<file path="config.mk">
export PLATFORM = sky130hd
export DESIGN_NAME = nv_nvdla_cdma_img_fifo_arb
export DESIGN_NICKNAME = d
export VERILOG_FILES = /design/src/rtl/nv_nvdla_cdma_img_pkg.sv /design/src/rtl/nv_nvdla_cdma_img_rr_pick.sv /design/src/rtl/nv_nvdla_cdma_img_fifo_arb.sv
export SDC_FILE = /design/constraint.sdc
export NUM_CORES = 1
export LEC_CHECK = 0
export CORE_AREA = 2 2 71 90
export CTS_BUF_LIST = sky130_fd_sc_hd__clkbuf_8
export CTS_CLUSTER_DIAMETER = 50
export DETAILED_ROUTE_END_ITERATION = 10
export DIE_AREA = 0 0 73 92
export PLACE_DENSITY = 0.87
export SLEW_MARGIN = 20
export SYNTH_ARGS = -nofsm -noshare
export SYNTH_HDL_FRONTEND = slang
export SYNTH_SLANG_ARGS = --single-unit
</file>
<file path="constraint.sdc">
create_clock -name clk -period 5.3 [get_ports clk]
set_input_delay 0.53 -clock clk [delete_from_list [all_inputs] [get_ports clk]]
set_output_delay 0.53 -clock clk [all_outputs]
set_load 0.01 [all_outputs]
</file>
<file path="src/rtl/nv_nvdla_cdma_img_pkg.sv">
// nv_nvdla_cdma_img_pkg
//   Shared constants for the CDMA image-path FIFO write arbiter.
//   - IDW    : requester ID width carried in the FIFO upper bits
//   - FIFO_W : FIFO word width ({id, payload})
//   - OCW    : per-requester occupancy counter width
//   - BCW    : burst counter width
//   - ARB_IDLE / ARB_GRANT : arbiter FSM state encodings
package nv_nvdla_cdma_img_pkg;

   localparam int unsigned IDW    = 2;
   localparam int unsigned FIFO_W = 11;
   localparam int unsigned OCW    = 6;
   localparam int unsigned BCW    = 3;

   typedef logic [0:0] arb_state_t;

   localparam arb_state_t ARB_IDLE  = 1'b0;
   localparam arb_state_t ARB_GRANT = 1'b1;

endpackage

</file>
<file path="src/rtl/nv_nvdla_cdma_img_rr_pick.sv">
// nv_nvdla_cdma_img_rr_pick
//   Combinational NREQ-way round-robin first-one finder.
//   Scans elig starting at rr_ptr, then rr_ptr+1, ... (mod NREQ).
//   Ports:
//     elig   in  NREQ  eligible requesters
//     rr_ptr in  IDW   scan start index
//     found  out 1     at least one requester eligible
//     idx    out IDW   first eligible index in scan order
module nv_nvdla_cdma_img_rr_pick
   import nv_nvdla_cdma_img_pkg::*;
#(
   parameter int unsigned NREQ = 4
) (
   input  logic [NREQ-1:0] elig,
   input  logic [IDW-1:0]  rr_ptr,
   output logic            found,
   output logic [IDW-1:0]  idx
);

   logic [IDW-1:0] cand;

   always_comb begin
      found = 1'b0;
      idx   = '0;
      cand  = '0;
      for (int unsigned k = 0; k < NREQ; k++) begin
         cand = IDW'((32'(rr_ptr) + k) % NREQ);
         if (!found && elig[cand]) begin
            found = 1'b1;
            idx   = cand;
         end
      end
   end

endmodule

</file>
<file path="src/rtl/nv_nvdla_cdma_img_fifo_arb.sv">
// nv_nvdla_cdma_img_fifo_arb
//   Round-robin arbiter sharing the image-path FIFO write port between
//   NREQ requesters, with per-requester occupancy quota tracked by
//   snooping FIFO pops.
//   Ports:
//     clk, reset             clock, asynchronous active-high reset
//     req_valid/data/last    per-requester beat (data i at [i*DW +: DW])
//     req_ready              per-requester accept
//     fifo_wr_req/data       FIFO write port, data = {id, payload}
//     fifo_wr_ready          FIFO write accept
//     fifo_rd_req/ready/id   snoop of FIFO pops and popped entry ID
//     occ                    per-requester occupancy (OCW bits each)
//     idle                   arbiter idle and FIFO holds none of our beats
module nv_nvdla_cdma_img_fifo_arb
   import nv_nvdla_cdma_img_pkg::*;
#(
   parameter int unsigned NREQ      = 4,
   parameter int unsigned DW        = 9,
   parameter int unsigned QUOTA     = 32,
   parameter int unsigned MAX_BURST = 8
) (
   input  logic                clk,
   input  logic                reset,
   input  logic [NREQ-1:0]     req_valid,
   input  logic [NREQ*DW-1:0]  req_data,
   input  logic [NREQ-1:0]     req_last,
   output logic [NREQ-1:0]     req_ready,
   output logic                fifo_wr_req,
   output logic [FIFO_W-1:0]   fifo_wr_data,
   input  logic                fifo_wr_ready,
   input  logic                fifo_rd_req,
   input  logic                fifo_rd_ready,
   input  logic [IDW-1:0]      fifo_rd_id,
   output logic [NREQ*OCW-1:0] occ,
   output logic                idle
);

   localparam logic [OCW-1:0] QUOTA_C   = OCW'(QUOTA);
   localparam logic [BCW-1:0] BCNT_LAST = BCW'(MAX_BURST - 1);

   arb_state_t                 state_q, state_d;
   logic [IDW-1:0]             gnt_q, gnt_d;
   logic [IDW-1:0]             rr_ptr_q, rr_ptr_d;
   logic [BCW-1:0]             bcnt_q, bcnt_d;
   logic [NREQ-1:0][OCW-1:0]   occ_q, occ_d;

   logic [DW-1:0]   req_pl [NREQ];
   logic [NREQ-1:0] elig;
   logic            pick_found;
   logic [IDW-1:0]  pick_idx;
   logic            xfer;
   logic            pop;
   logic            inc;
   logic            dec;

   always_comb begin
      for (int unsigned i = 0; i < NREQ; i++) begin
         req_pl[i] = req_data[i*DW +: DW];
         elig[i]   = req_valid[i] && (occ_q[i] < QUOTA_C);
      end
   end

   nv_nvdla_cdma_img_rr_pick #(
      .NREQ (NREQ)
   ) u_rr_pick (
      .elig   (elig),
      .rr_ptr (rr_ptr_q),
      .found  (pick_found),
      .idx    (pick_idx)
   );

   // Write-port outputs depend only on registered state and requester
   // inputs, so fifo_wr_ready never reaches fifo_wr_req.
   always_comb begin
      fifo_wr_req  = 1'b0;
      fifo_wr_data = '0;
      req_ready    = '0;
      if (state_q == ARB_GRANT) begin
         fifo_wr_req        = elig[gnt_q];
         fifo_wr_data       = FIFO_W'({gnt_q, req_pl[gnt_q]});
         req_ready[gnt_q]   = fifo_wr_ready && (occ_q[gnt_q] < QUOTA_C);
      end
      xfer = fifo_wr_req && fifo_wr_ready;
      pop  = fifo_rd_req && fifo_rd_ready;
   end

   // Occupancy: a same-cycle write and pop for one requester cancel.
   always_comb begin
      occ_d = occ_q;
      inc   = 1'b0;
      dec   = 1'b0;
      for (int unsigned i = 0; i < NREQ; i++) begin
         inc = xfer && (gnt_q == IDW'(i));
         dec = pop && (fifo_rd_id == IDW'(i));
         if (inc && !dec) begin
            occ_d[i] = occ_q[i] + 1'b1;
         end else if (dec && !inc) begin
            occ_d[i] = occ_q[i] - 1'b1;
         end
      end
   end

   always_comb begin
      state_d  = state_q;
      gnt_d    = gnt_q;
      rr_ptr_d = rr_ptr_q;
      bcnt_d   = bcnt_q;
      case (state_q)
         ARB_IDLE: begin
            if (pick_found) begin
               gnt_d   = pick_idx;
               bcnt_d  = '0;
               state_d = ARB_GRANT;
            end
         end
         default: begin
            if (xfer) begin
               bcnt_d = bcnt_q + 1'b1;
               // occ_d already includes this beat, so hitting QUOTA here
               // means the grant just filled its share.
               if (req_last[gnt_q] || (bcnt_q == BCNT_LAST) ||
                   (occ_d[gnt_q] == QUOTA_C)) begin
                  state_d  = ARB_IDLE;
                  rr_ptr_d = IDW'((32'(gnt_q) + 1) % NREQ);
                  bcnt_d   = '0;
               end
            end
         end
      endcase
   end

   always_ff @(posedge clk or posedge reset) begin
      if (reset) begin
         state_q  <= ARB_IDLE;
         gnt_q    <= '0;
         rr_ptr_q <= '0;
         bcnt_q   <= '0;
         occ_q    <= '0;
      end else begin
         state_q  <= state_d;
         gnt_q    <= gnt_d;
         rr_ptr_q <= rr_ptr_d;
         bcnt_q   <= bcnt_d;
         occ_q    <= occ_d;
      end
   end

   assign occ  = occ_q;
   assign idle = (state_q == ARB_IDLE) && (occ_q == '0);

endmodule

</file>
==> results.md, run 1 <==
- Outcome: finished, final reports clean
- Seq pwr share: 29.7%
- Synth Register Bits: 32
- TNS Setup: 0 ns
- Core region area: 5966 µm²
- Worst-margin pin slew: 0.9240 ns
- Area grow syn2layout: 32.04%
- FF/Latch Area: 800.8 µm²
- CP Launch Type: flip-flop
- DRT Pass-1 Iters: 5
- Tcrit/Tclk final: 71.50%
- Synthesized Nets: 418
- Switching share of power: 46.24%
- Fmax achieved: 263.9 MHz
- Clock tree buffer depth: 2
- Synthesized area per cell: 8.773 µm²
- Gates resized, CTS repair: 0
- DRT antenna net count: 0
- Post-synth EDFFs: 0
- Top-count cell post-synth: dfrtp_1
- Peak supply drop: 0.0002477 V
- Skew-Pair Late Insertion Delay: 0.30 ns
- Switching component of the power: 0.9513 mW
- Final Slew Violations: 0
- Overflow after GRT: 0
- Count of different cell masters after synthesis: 59
- P_int: 1.106 mW
- First-pass GRT wire length: 14280 µm
- Vias in the first global route: 3054
- Post-Syn Instances: 349
- Row cnt: 32
- PwrDens: 508.8 nW/µm²
- Crit path capture type: flip-flop
- Vias: 3150
- Multi-input gate area: 2097 µm²
- Worst EP arrival: 3.98 ns
- CTS tree: built
- Initial antenna violation count: 0
- Port bufs: 91
- Final Routed Wirelength: 8836 µm
- Total Routing Usage GR: 27.16%
- WHS: 0.5065 ns
- Final Hold Viols: 0
- Share of layout cells above drive strength 1: 7.009%
- Static leakage: 1.550 nW
- FFs w/ async S/R, synth: 100.0%
- RePlAce Congestion: 0.9301
- H-tree depth: 2
- Ports: 92
- Register clock-pin slew on the reported worst setup and hold paths: 0.07 ns
- Post-CTS setup buffer count: 0
- Clock power share: 8.9%
- Largest net degree at the start of global routing: 33
- Clock buffer count from CTS: 5
- Initial DRC count: 324
- Biggest area consumer among synthesized cells: dfrtp_1
- Final setup vio count: 0
- Nets: 497
- # clock sinks: 32
- Post-synth top cells: dfrtp_1, nand2_1, nor3_1, and2_1, ha_1
- Logic pwr share: 61.4%
- Pre-CTS WS: 1.492 ns
- Residual DRC: 0
- Most area-consuming cells after synthesis: dfrtp_1, mux4_2, ha_1, and2_1, nand2_1
- Main flop type after synthesis: dfrtp_1
- Final Skew: 0.007114 ns
- Root Buffer: clkbuf_8
- Min cycle time layout: 3.789 ns
- Setup ws final: 1.511 ns
- DIE WIDTH: 73 µm
- Share of the yosys chip area belonging to registers: 26.15%
- Dpl hpwl: 6647 µm
- Number of diodes: 0
- Max-Cap Viols: 0
- Path category of the worst min-delay check: flip-flop to flip-flop
- Yosys warnings: 0
- Post-Syn Area: 3062 µm²
- Die Height: 92 µm
- Synth top area share: 26.15%
- RSZ-0062 raised after global routing: no
- Hold_buf cts: 0
- Fillers: 472
- Critical Path RT: 5.49 ns
- Placed Cells: 489
- Setup CP Type: flip-flop to flip-flop
- Initial Util: 51.32%
- Routed vias/inst: 6.351
- Slew HR: 38.40%
- Die footprint: 6716 µm²
- Average wire per cell in the routed design: 17.81 µm
- Final cell count without fillers: 496
- CP Max Fanout: 22
==> metrics by stage <==
step                power (mW)  util (%)  area, µm²
floorplan                1.351         -       3062
global placement         1.833     66.46       3965
detailed placement       1.856     66.46       3965
CTS                      2.045     67.76       4043
global route             2.214     67.76       4043
finish                   2.057     67.76       4043
==> cell usage in the layout, fill, tap and decap left out, types with 5 or more instances in the layout <==
master,count
ha_1,18
mux4_2,12
nor2b_1,7
inv_1,14
o21ai_0,14
o211ai_1,6
nor2_1,16
xnor2_1,11
nor4_1,8
o31ai_1,5
nand4_1,11
and2_1,19
nand2b_1,7
and3_1,5
a31oi_1,5
clkbuf_8,5
clkdlybuf4s50_1,91
nand2_1,31
nor3_1,20
dfrtp_1,32
nand3_1,15
a21oi_1,11
==> cells by family (layout without fill, tap and decap cells) <==
kind of cell	after synthesis	after routing	share of synthesized area, %
buf+inv	36	115	5.354
compound gates	67	67	15.98
flops	32	32	26.15
mux	17	17	10.50
xor+xnor	15	15	4.291
simple gates	162	162	29.71
fa+ha+maj	20	20	8.010
==> worst paths after layout <==
path                            startpoint          end  slack (ns)  cells after the start
min in group asynchronous            reset       occ[4]        0.61                      3
max in group asynchronous            reset       occ[7]        4.36                      3
worst max-delay path              gnt_q[0]  rr_ptr_q[1]        1.51                      8
worst min register to register   bcnt_q[0]    bcnt_q[0]        0.51                      1
worst max register to register    gnt_q[0]  rr_ptr_q[1]        1.51                      8
worst min-delay path             bcnt_q[0]    bcnt_q[0]        0.51                      1
==> registers in the layout, summed over array words and instances, names as in the netlist <==
register,count
rr_ptr_q,2
occ,24
bcnt_q,3
gnt_q,2
state_q,1
==> worst max-delay path, cell delays in order, from the launching register on <==
cell and delay, ns:
dfrtp_1 0.95, inv_2 0.23, mux4_2 0.59, nor2_2 0.14
o41ai_1 0.42, xor2_1 0.15, o41a_1 0.48, a221oi_4 0.35
mux2_1 0.35
==> power by group through the flow <==
stage          sequential (mW)  clock, mW  combinational (mW)
2_1_floorplan            0.522          0               0.829
3_3_place_gp             0.604          0                1.23
3_5_place_dp             0.609          0                1.25
4_1_cts                  0.605      0.185                1.25
5_1_grt                  0.642      0.197                1.37
6_report                 0.611      0.184                1.26
==> layer usage <==
metal / vias to the layer above / routed length (µm) / GRT usage [%]
met3: 32 / 842 / 6.484
met1: 1468 / 3329 / 32.33
met5: - / 0 / 0
met2: 189 / 4385 / 45.50
li1: 1461 / - / -
met4: 0 / 279 / 12.04
==> layout make-up <==
type	instances	area share [%]
Tap cell	68	2.105
Clock buffer	5	1.702
Timing Repair Buffer	93	22.90
Sequential cell	32	19.81
Clock inverter	2	0.2167
Inverter	15	1.393
Multi-Input combinational cell	281	51.87
(Power assumes the default switching activity.)
==> inputs of run 2 (changes only) <==
Settings changed: CORE_AREA 2 2 71 90 to 2 2 77 98, DIE_AREA 0 0 73 92 to 0 0 79 100, PLACE_DENSITY 0.87 to 0.78.
Clock period 5.3 ns to 3.3 ns, I/O delays scaled along.
==> run 2 against run 1 <==
  * Clock skew up 0.0044 ns
  * Global-route usage down 1.7 points
  * Sequential share of layout area down 1.4 points
  * Largest power group unchanged
  * Final area up 7.8%
  * Via count up 3.2%
  * Clock-buffer cell count unchanged
  * Utilization down 6.3 points
  * Setup slack worse by 1.3 ns
  * Wire length up 12%
  * Power up 76%
  * Sequential cell count unchanged
  * Highest routed layer unchanged
==> results.md, run 2 (same netlist as run 1, synthesis figures left out) <==
- CP Max Fanout: 13 (-41%)
- Die Height: 100 µm (+8.7%)
- PwrDens: 828.5 nW/µm² (+63%)
- Placed Cells: 547 (+12%)
- # clock sinks: 32 (unchanged)
- Final setup vio count: 0 (unchanged)
- Overflow after GRT: 0 (unchanged)
- Share of layout cells above drive strength 1: 14.04% (+7.0 points)
- RSZ-0062 raised after global routing: no
- Worst-margin pin slew: 0.6853 ns (-0.2387 ns)
- DRT Pass-1 Iters: 4 (-1)
- Routed vias/inst: 5.858 (-7.8%)
- Skew-Pair Late Insertion Delay: 0.29 ns (about the same)
- Final Routed Wirelength: 9913 µm (+12%)
- Clock tree buffer depth: 2 (unchanged)
- Setup CP Type: primary input to flip-flop
- Largest net degree at the start of global routing: 18 (-45%)
- TNS Setup: 0 ns (unchanged)
- Residual DRC: 0 (unchanged)
- Dpl hpwl: 7892 µm (+19%)
- Most common cell after layout, fill and taps aside: clkdlybuf4s50_1
- Initial antenna violation count: 0 (unchanged)
- Final Hold Viols: 0 (unchanged)
- Critical Path RT: 3.47 ns (-2.02 ns)
- Vias in the first global route: 3286 (+7.6%)
- Post-DP Area: 4250 µm² (+7.2%)
- Crit-path slowest cell: mux4_2
- Average wire per cell in the routed design: 17.86 µm (+0.26%)
- DIE WIDTH: 79 µm (+8.2%)
- Initial DRC count: 168 (-48%)
- Ports: 92 (unchanged)
- Core region area: 7094 µm² (+19%)
- Tcrit/Tclk final: 95.00%
- Final instance area: 4358 µm² (+7.8%)
- Nets: 531 (+6.8%)
- Root Buffer: clkbuf_8
- Outcome: finished, final reports clean
- DRT antenna net count: 0 (unchanged)
- Row cnt: 35 (+9.4%)
- Crit-path max cell delay: 0.57 ns (-0.38 ns)
- RePlAce Congestion: 0.9401 (+1.1%)
- Buf/Inv on CP: 2 (+1)
- CP delay by family, top: simple AND/OR/NAND/NOR gates
- Final Slew Violations: 0 (unchanged)
- Post-route core utilization: 61.43% (-6.3 points)
- Crit path capture type: flip-flop
- CP Launch Type: primary input
- Max reg flops: 24 (unchanged)
- Worst EP arrival: 3.30 ns (-0.68 ns)
- Register clock-pin slew on the reported worst setup and hold paths: 0.08 ns (about the same)
- Vias: 3251 (+3.2%)
- Min cycle time layout: 3.135 ns
- Fmax achieved: 319.0 MHz
- Area grow syn2layout: 42.34%
- Setup ws final: 0.1651 ns (-1.346 ns)
- Path category of the worst min-delay check: primary input to asynchronous set/reset pin
- Static leakage: 1.731 nW (+12%)
- Pre-CTS WS: -0.09953 ns (-1.591 ns)
- Final Skew: 0.01147 ns (+0.004356 ns)
- Gates resized, CTS repair: 0 (unchanged)
- Port bufs: 91 (unchanged)
- H-tree depth: 2 (unchanged)
- Die footprint: 7900 µm² (+18%)
- First-pass GRT wire length: 15800 µm (+11%)
- Hold_buf cts: 0 (unchanged)
- Initial Util: 43.16% (-8.2 points)
- Clock buffer count from CTS: 5 (unchanged)
- Slew HR: 53.13% (+15 points)
- Crit path cell chain: clkdlybuf4s50_1 > nand2b_1 > mux4_2 > buf_4 > or3_1 > nand3_1 > and4b_1 > nand4b_1 > a221oi_4 > mux2_1
- Commonest cells after routing, fill and taps aside: clkdlybuf4s50_1, buf_4, dfrtp_1, nand2_1, nor3_1
- Peak supply drop: 0.0003501 V (+41%)
- Post-CTS setup buffer count: 0 (unchanged)
- Total Routing Usage GR: 25.51% (-1.7 points)
- Max-Cap Viols: 0 (unchanged)
- CTS tree: built
- Final cell count without fillers: 555 (+12%)
- Number of diodes: 0 (unchanged)
run 2: cell type report:
| class | instances | area (µm²) |
|---|---|---|
| timing repair buffer | 127 | 1181 |
| tap | 92 | 115.1 |
| inverter | 15 | 56.30 |
| clock buffer | 5 | 68.82 |
| sequential | 32 | 800.8 |
| clock inverter | 3 | 38.79 |
| multi-input combinational | 281 | 2097 |
| fill | 607 | 2736 |
run 2: power breakdown:
group	internal [mW]	switching, mW
Clock	0.221	0.151
Sequential	0.571	0.299
Combinational	1.22	1.15
run 2: through the flow:
stage / power [mW] / hold WS, ns
floorplan: 2.169 / 0.4462
finish: 3.610 / 0.4508
detailed placement: 3.220 / 0.4935
global route: 3.862 / 0.5119
global placement: 3.172 / 0.4935
CTS: 3.603 / 0.4634
run 2: path summary, 6_finish.rpt:
| kind | slack [ns] | start | to | cells after the start |
|---|---|---|---|---|
| setup / recovery | 0.17 | req_valid[1] | rr_ptr_q[1] | 10 |
| hold / removal | 0.45 | reset | occ[7] | 2 |
| setup reg to reg | 0.20 | occ[23] | rr_ptr_q[1] | 10 |
| hold reg to reg | 0.50 | bcnt_q[0] | bcnt_q[0] | 1 |
| max in group asynchronous | 2.14 | reset | rr_ptr_q[1] | 3 |
| min in group clk | 0.50 | bcnt_q[0] | bcnt_q[0] | 1 |
run 2: layer usage:
| metal | vias up | GRT usage (%) | share of wire, % |
|---|---|---|---|
| met4 | 0 | 12.20 | 3.2 |
| met3 | 28 | 6.025 | 8.2 |
| met5 | - | 0 | 0 |
| met2 | 176 | 47.33 | 51 |
| met1 | 1514 | 26.67 | 38 |
| li1 | 1533 | - | - |
==> inputs of run 3 (changes only) <==
Settings changed: CTS_CLUSTER_SIZE from default to 28.
==> results of run 3 <==
Final layout, timing and power as in run 2 (identical DEF).
==> variant 1: new RTL, config.mk and constraints of run 3 <==
The package constant `OCW` goes from 6 to 7.
--- a/src/rtl/nv_nvdla_cdma_img_pkg.sv
+++ b/src/rtl/nv_nvdla_cdma_img_pkg.sv
@@ -9,7 +9,7 @@
 
    localparam int unsigned IDW    = 2;
    localparam int unsigned FIFO_W = 11;
-   localparam int unsigned OCW    = 6;
+   localparam int unsigned OCW    = 7;
    localparam int unsigned BCW    = 3;
 
    typedef logic [0:0] arb_state_t;
Ports: changed (resized occ); port bits go from 92 to 96. The function was not compared with the original's and may differ.
==> variant 1 against run 3 <==
- sequential cell count is 4 higher
- wire length is 13% higher
- synthesized area is 10% higher
- setup slack worse by 66 ps
- cell area is 14% higher
- total power is 15% higher
- synthesized cell count is 8.0% higher
- critical endpoint unchanged
- register-to-register slack worse by 90 ps
- critical path depth stayed put
==> variant 1: results (changes against run 3) <==
Power
  – P_leak: 2.03 nW (was 1.73 nW)
  – Net Sw Frac: 44.9% (was 44.3%)
  – Peak supply drop: 0.402 mV (was 0.350 mV)

Run status
  – Outcome: complete, no violations (unchanged)

Layout
  – Max reg flops: 28 (was 24)
  – Fill cells: 565 (was 607)
  – Layout cells sized above 1: 20.4% (was 14.0%)
  – Antenna cell count: 0 (unchanged)
  – Nets: 582 (was 531)

Yosys
  – Syn Nets: 444 (was 418)
  – Post-synth top cells: dfrtp_1 (36), nand2_1 (26), nor2_1 (26), inv_1 (19) (was dfrtp_1 (32), nand2_1 (31), nor3_1 (20), and2_1 (19), ha_1 (18))
  – Yosys warnings: 0 (unchanged)
  – Dominant cells by area after synthesis: dfrtp_1 (27%), mux4_2 (7.3%), ha_1 (5.9%) (was dfrtp_1 (26%), mux4_2 (8.8%), ha_1 (7.4%))
  – Synth cell types: 67 (was 59)
  – Post-synth ARST share: 100% (unchanged)
  – Synth top area share: 26.7% (was 26.2%)
  – Seq/Total Area, Yosys: 26.7% (was 26.2%)

Hold path
  – Worst min path class: input port to asynchronous set/reset pin (unchanged)

GRT
  – Largest net degree at the start of global routing: 37 (was 18)
  – Initial antenna violation count: 0 (unchanged)
  – All-Layer GR Usage: 26.8% (was 25.5%)
  – First-pass GRT wire length: 16,700 um (was 15,800 um)
  – Vias in the first global route: 3,525 (was 3,286)

CTS
  – Root Buffer Master: clkbuf_8 (unchanged)
  – Skew-Pair Late Insertion Delay: 300 ps
  – Total CTS buffers: 5 (unchanged)
  – H-tree depth: 2 (unchanged)

Critical path
  – Critical path's slowest cell: mux4_2 (unchanged)
  – CP Max Fanout: 4 (was 13)
  – Critical Path AT: 3390 ps (was 3300 ps)

Placed design
  – RePlAce Congestion: 0.955 (was 0.940)
  – Port-buffer cells: 95 (was 91)
  – Placed wire-length estimate: 8470 um (was 7890 um)

Timing
  – Clock Skews: 6.68 ps (was 11.5 ps)
  – Max transition margin: 44.0% (was 53.1%)

Route
  – Pre-antenna DRT Iters: 7 (was 4)
  – Initial DRC count: 392 (was 168)
  – DR WL/cell: 18.5 um (was 17.9 um)
  – Via Count: 3,716 (was 3,251)
-- variant 1: changes by cell type after synthesis, moves of 5 or more --
cell / delta
nor2_1: +10
inv_1: +6
nor2b_1: -6
nor3_1: -6
o21ai_0: -6
xnor2_1: +6
mux2i_1: +5
nand2_1: -5
or3b_1: +5
-- variant 1: cells by family after synthesis --
kind of cell,count (synthesis),synth area share [%]
fa+ha+maj,22,7.70
simple gates,167,28.8
xor+xnor,20,5.19
buf+inv,44,5.67
compound gates,65,14.9
flops,36,26.7
mux,23,11.1
-- variant 1: critical path, delay by kind of cell --
family	cells	cell delay, ps
compound gates	5	1160
buf+inv	1	470
mux	2	880
simple gates	2	550
-- variant 1: power by group through the flow --
stage	combinational, mW	sequential (mW)	clock, mW
floorplan	1.40	0.959	0
global placement	2.59	0.969	0
detailed placement	2.65	0.973	0
CTS	2.67	0.971	0.360
global route	3.01	1.02	0.376
finish	2.81	0.990	0.355
-- variant 1: per-layer routing --
metal	GRT usage (%)	up-vias	routed length, um
met5	0	-	0
met4	11.1	0	410
met3	3.96	40	767
met2	46.2	217	5700
met1	33.2	1756	4340
li1	-	1703	-
-- variant 1: path summary, 6_finish.rpt --
kind                                  startpoint                       to  slack (ps)  cells past startpoint
setup / recovery                    req_valid[1]  rr_ptr_q[1]$_DFFE_PP0P_         100                     10
hold / removal                             reset        occ[16]$_DFF_PP0_         440                      3
setup reg to reg                occ[6]$_DFF_PP0_  rr_ptr_q[1]$_DFFE_PP0P_         110                     10
hold reg to reg            bcnt_q[2]$_DFFE_PP0P_    bcnt_q[2]$_DFFE_PP0P_         530                      1
max in group asynchronous                  reset     gnt_q[0]$_DFFE_PP0P_        2470                      3
min in group clk           bcnt_q[2]$_DFFE_PP0P_    bcnt_q[2]$_DFFE_PP0P_         530                      1
-- variant 1: area by class of cell --
cell class	count	area share [%]
Sequential cell	36	18.1
Multi-Input combinational cell	298	48.2
Timing Repair Buffer	153	27.8
Tap cell	92	2.31
Inverter	21	1.63
Clock buffer	7	1.93
-- variant 1: repair_timing --
action | CTS | global route
resized for setup | 0 | 18
setup endpoints to repair | 0 | 6
hold buffers | 0 | 0
-- variant 1: through the flow --
stage / instances / setup WS, ps / hold slack, ps / cell area, sq um / power (mW)
final: 607 / 99.5 / 443 / 4980 / 4.15
after global routing: 607 / -21.7 / 517 / 4980 / 4.41
after CTS: 606 / 9.72 / 464 / 4860 / 4.00
after detailed placement: 599 / -284 / 494 / 4770 / 3.62
after global placement: 599 / -224 / 487 / 4770 / 3.56
after floorplan: 377 / 211 / 470 / 3380 / 2.36
==> variant 2: new RTL, flow settings as in run 3 <==
Without the edit above. Reset style: synchronous (`reset`), changed in one clocked block. Comments in the files are not updated.
--- a/src/rtl/nv_nvdla_cdma_img_fifo_arb.sv
+++ b/src/rtl/nv_nvdla_cdma_img_fifo_arb.sv
@@ -129,7 +129,7 @@
       endcase
    end
 
-   always_ff @(posedge clk or posedge reset) begin
+   always_ff @(posedge clk) begin
       if (reset) begin
          state_q  <= ARB_IDLE;
          gnt_q    <= '0;
Check against the original RTL: differs if reset is asserted again (counterexample within 4 cycles, from zero or initial values and one cycle with reset high); with reset held inactive, the same outputs for 4 cycles.
==> variant 2 against run 3 <==
- setup slack better by 89 ps
- cell area shrank 4.3%
- die area did not move
- wire length decreased by 8.2%
- first-iteration DRC count rose by 19%
- clock skew shrank 6.8 ps
- critical path depth did not move
- synthesized area shrank 0.65%
- sequential share of layout area shrank 3.0 points
- largest cell class unchanged
- critical endpoint is now bcnt_q[0]$_SDFFE_PP0P_
- sequential cell count unchanged
- critical path type is now flop to flop
Power is not compared: it rests on default switching activity, and its combinational part moved more than twofold at a synthesized area within 25%.
==> variant 2: results (changes against run 3) <==
Yosys
  – Seq/Total Area, Yosys: 21.1% (was 26.2%)
  – Dominant cells by area after synthesis: dfxtp_1 (21%), mux4_2 (8.9%), ha_1 (7.0%) (was dfrtp_1 (26%), mux4_2 (8.8%), ha_1 (7.4%))
  – Yosys warnings: 0 (unchanged)
  – Post-synth top cells: nor2_1 (41), dfxtp_1 (32), nand2_1 (27), a21oi_1 (18), and2_1 (18) (was dfrtp_1 (32), nand2_1 (31), nor3_1 (20), and2_1 (19), ha_1 (18))
  – Syn Nets: 440 (was 418)
  – Cells after Synth: 372 (was 349)
  – Synth cell types: 67 (was 59)
  – Post-synth ARST share: 0% (was 100%)

GRT
  – Vias in the first global route: 2,956 (was 3,286)
  – Largest net degree at the start of global routing: 20 (was 18)
  – First-pass GRT wire length: 14,500 um (was 15,800 um)
  – Initial antenna violation count: 0 (unchanged)
  – All-Layer GR Usage: 22.7% (was 25.5%)

Power
  – P_leak: 1.52 nW
  – Net Sw Frac: 34.9%
  – Peak supply drop: 0.161 mV

Timing
  – Clock Skews: 4.72 ps (was 11.5 ps)
  – Worst Tran Pin Value: 818 ps (was 685 ps)
  – Min Hold Slack: 487 ps (was 451 ps)

Layout
  – Antenna cell count: 0 (unchanged)
  – Fill cells: 659 (was 607)
  – Nets: 531 (unchanged)
  – Layout cells sized above 1: 10.3% (was 14.0%)
  – Max reg flops: 24 (unchanged)

Critical path
  – Critical path's slowest cell: mux4_2 (unchanged)
  – R2R depth: 10 (unchanged)
  – Endpoint of the worst register-to-register path: bcnt_q[0]$_SDFFE_PP0P_ (was rr_ptr_q[1]$_DFFE_PP0P_)
  – Critical Path AT: 3220 ps (was 3300 ps)
  – R2r setup slk: 250 ps (was 200 ps)
  – Largest stage delay on the critical path: 570 ps (about the same)
  – RR Startpoint: occ[11]$_SDFF_PP0_ (was occ[23]$_DFF_PP0_)
  – CP Max Fanout: 7 (was 13)

CTS
  – CTS clk-pin slew, worst paths: 70 ps
  – Postcts setup bufs: 0 (unchanged)
  – Root Buffer Master: clkbuf_8 (unchanged)
  – Worst-case clock buffer depth: 2 (unchanged)
  – H-tree depth: 2 (unchanged)
  – Total CTS buffers: 5 (unchanged)
  – Post-CTS Resized: 0 (unchanged)
  – Skew-Pair Late Insertion Delay: 280 ps

Placed design
  – DP Area: 4080 sq um (was 4250 sq um)
  – Port-buffer cells: 91 (unchanged)
  – Placed Instances: 548 (was 547)
  – RePlAce Congestion: 0.940 (about the same)
  – Placed wire-length estimate: 7100 um (was 7890 um)

Route
  – Initial DRC count: 200 (was 168)
  – Pre-antenna DRT Iters: 4 (unchanged)
  – Final wirelength: 9100 um (was 9910 um)
  – Vias per cell: 5.80 (was 5.86)
  – DR WL/cell: 16.4 um (was 17.9 um)

Hold path
  – Min-delay src: bcnt_q[1]$_SDFFE_PP0P_
  – Hold path cells: 1
  – Worst min path class: flop to flop (was input port to asynchronous set/reset pin)
  – WHS Endpoint: bcnt_q[1]$_SDFFE_PP0P_

Run status
  – Outcome: complete, no violations (unchanged)
==> variant 2: final cells by class <==
type / count / area share (%)
Clock buffer: 6 / 1.98
Clock inverter: 2 / 0.180
Inverter: 13 / 1.17
Multi-Input combinational cell: 304 / 53.8
Sequential cell: 32 / 15.4
Tap cell: 92 / 2.76
Timing Repair Buffer: 107 / 24.7
==> variant 2: logic make-up (layout without fill, tap and decap cells) <==
| kind of cell | Yosys count | in the layout | share of synthesized area [%] |
|---|---|---|---|
| compound gates | 75 | 75 | 18.1 |
| simple gates | 180 | 180 | 33.9 |
| mux | 15 | 15 | 9.95 |
| buf+inv | 36 | 128 | 5.18 |
| flops | 32 | 32 | 21.1 |
| xor+xnor | 17 | 17 | 4.90 |
| fa+ha+maj | 17 | 17 | 6.99 |
==> variant 2: worst max path at each step <==
stage	slack, ps	from	endpoint	cells past startpoint
2_1_floorplan	530	occ[11]$_SDFF_PP0_	bcnt_q[0]$_SDFFE_PP0P_	10
3_3_place_gp	60	req_valid[0]	bcnt_q[0]$_SDFFE_PP0P_	11
3_5_place_dp	-20	req_valid[0]	bcnt_q[0]$_SDFFE_PP0P_	11
4_1_cts	280	req_valid[0]	bcnt_q[0]$_SDFFE_PP0P_	11
5_1_grt	40	occ[11]$_SDFF_PP0_	bcnt_q[0]$_SDFFE_PP0P_	10
6_report	250	occ[11]$_SDFF_PP0_	bcnt_q[0]$_SDFFE_PP0P_	10
==> variant 2: power groups by stage <==
stage / combinational, mW / sequential (mW) / clock (mW)
global placement: 0.544 / 0.477 / 0
CTS: 0.559 / 0.471 / 0.314
detailed placement: 0.555 / 0.478 / 0
global route: 0.612 / 0.479 / 0.336
floorplan: 0.331 / 0.470 / 0
finish: 0.560 / 0.473 / 0.309
==> variant 2: critical path: cells and delay by family, from the launching register on <==
family,cells,cell delay [ps]
compound gates,2,480
buf+inv,1,220
flops,1,400
mux,2,870
simple gates,5,960
==> variant 2: layer usage <==
layer / share of wire [%] / GRT usage [%] / vias up
li1: - / - / 1571
met1: 42 / 28.7 / 1520
met2: 51 / 39.2 / 118
met3: 5.2 / 4.23 / 17
met4: 2.0 / 6.76 / 0
met5: 0 / 0 / -
==> variant 2: metrics by stage <==
| step | utilization (%) | power (mW) | setup slack (ps) |
|---|---|---|---|
| final | 58.8 | 1.34 | 254 |
| after global placement | 57.5 | 1.02 | 58.3 |
| after global routing | 58.8 | 1.43 | 36.3 |
| after floorplan | - | 0.800 | 530 |
| after CTS | 58.8 | 1.34 | 284 |
| after detailed placement | 57.5 | 1.03 | -16.6 |
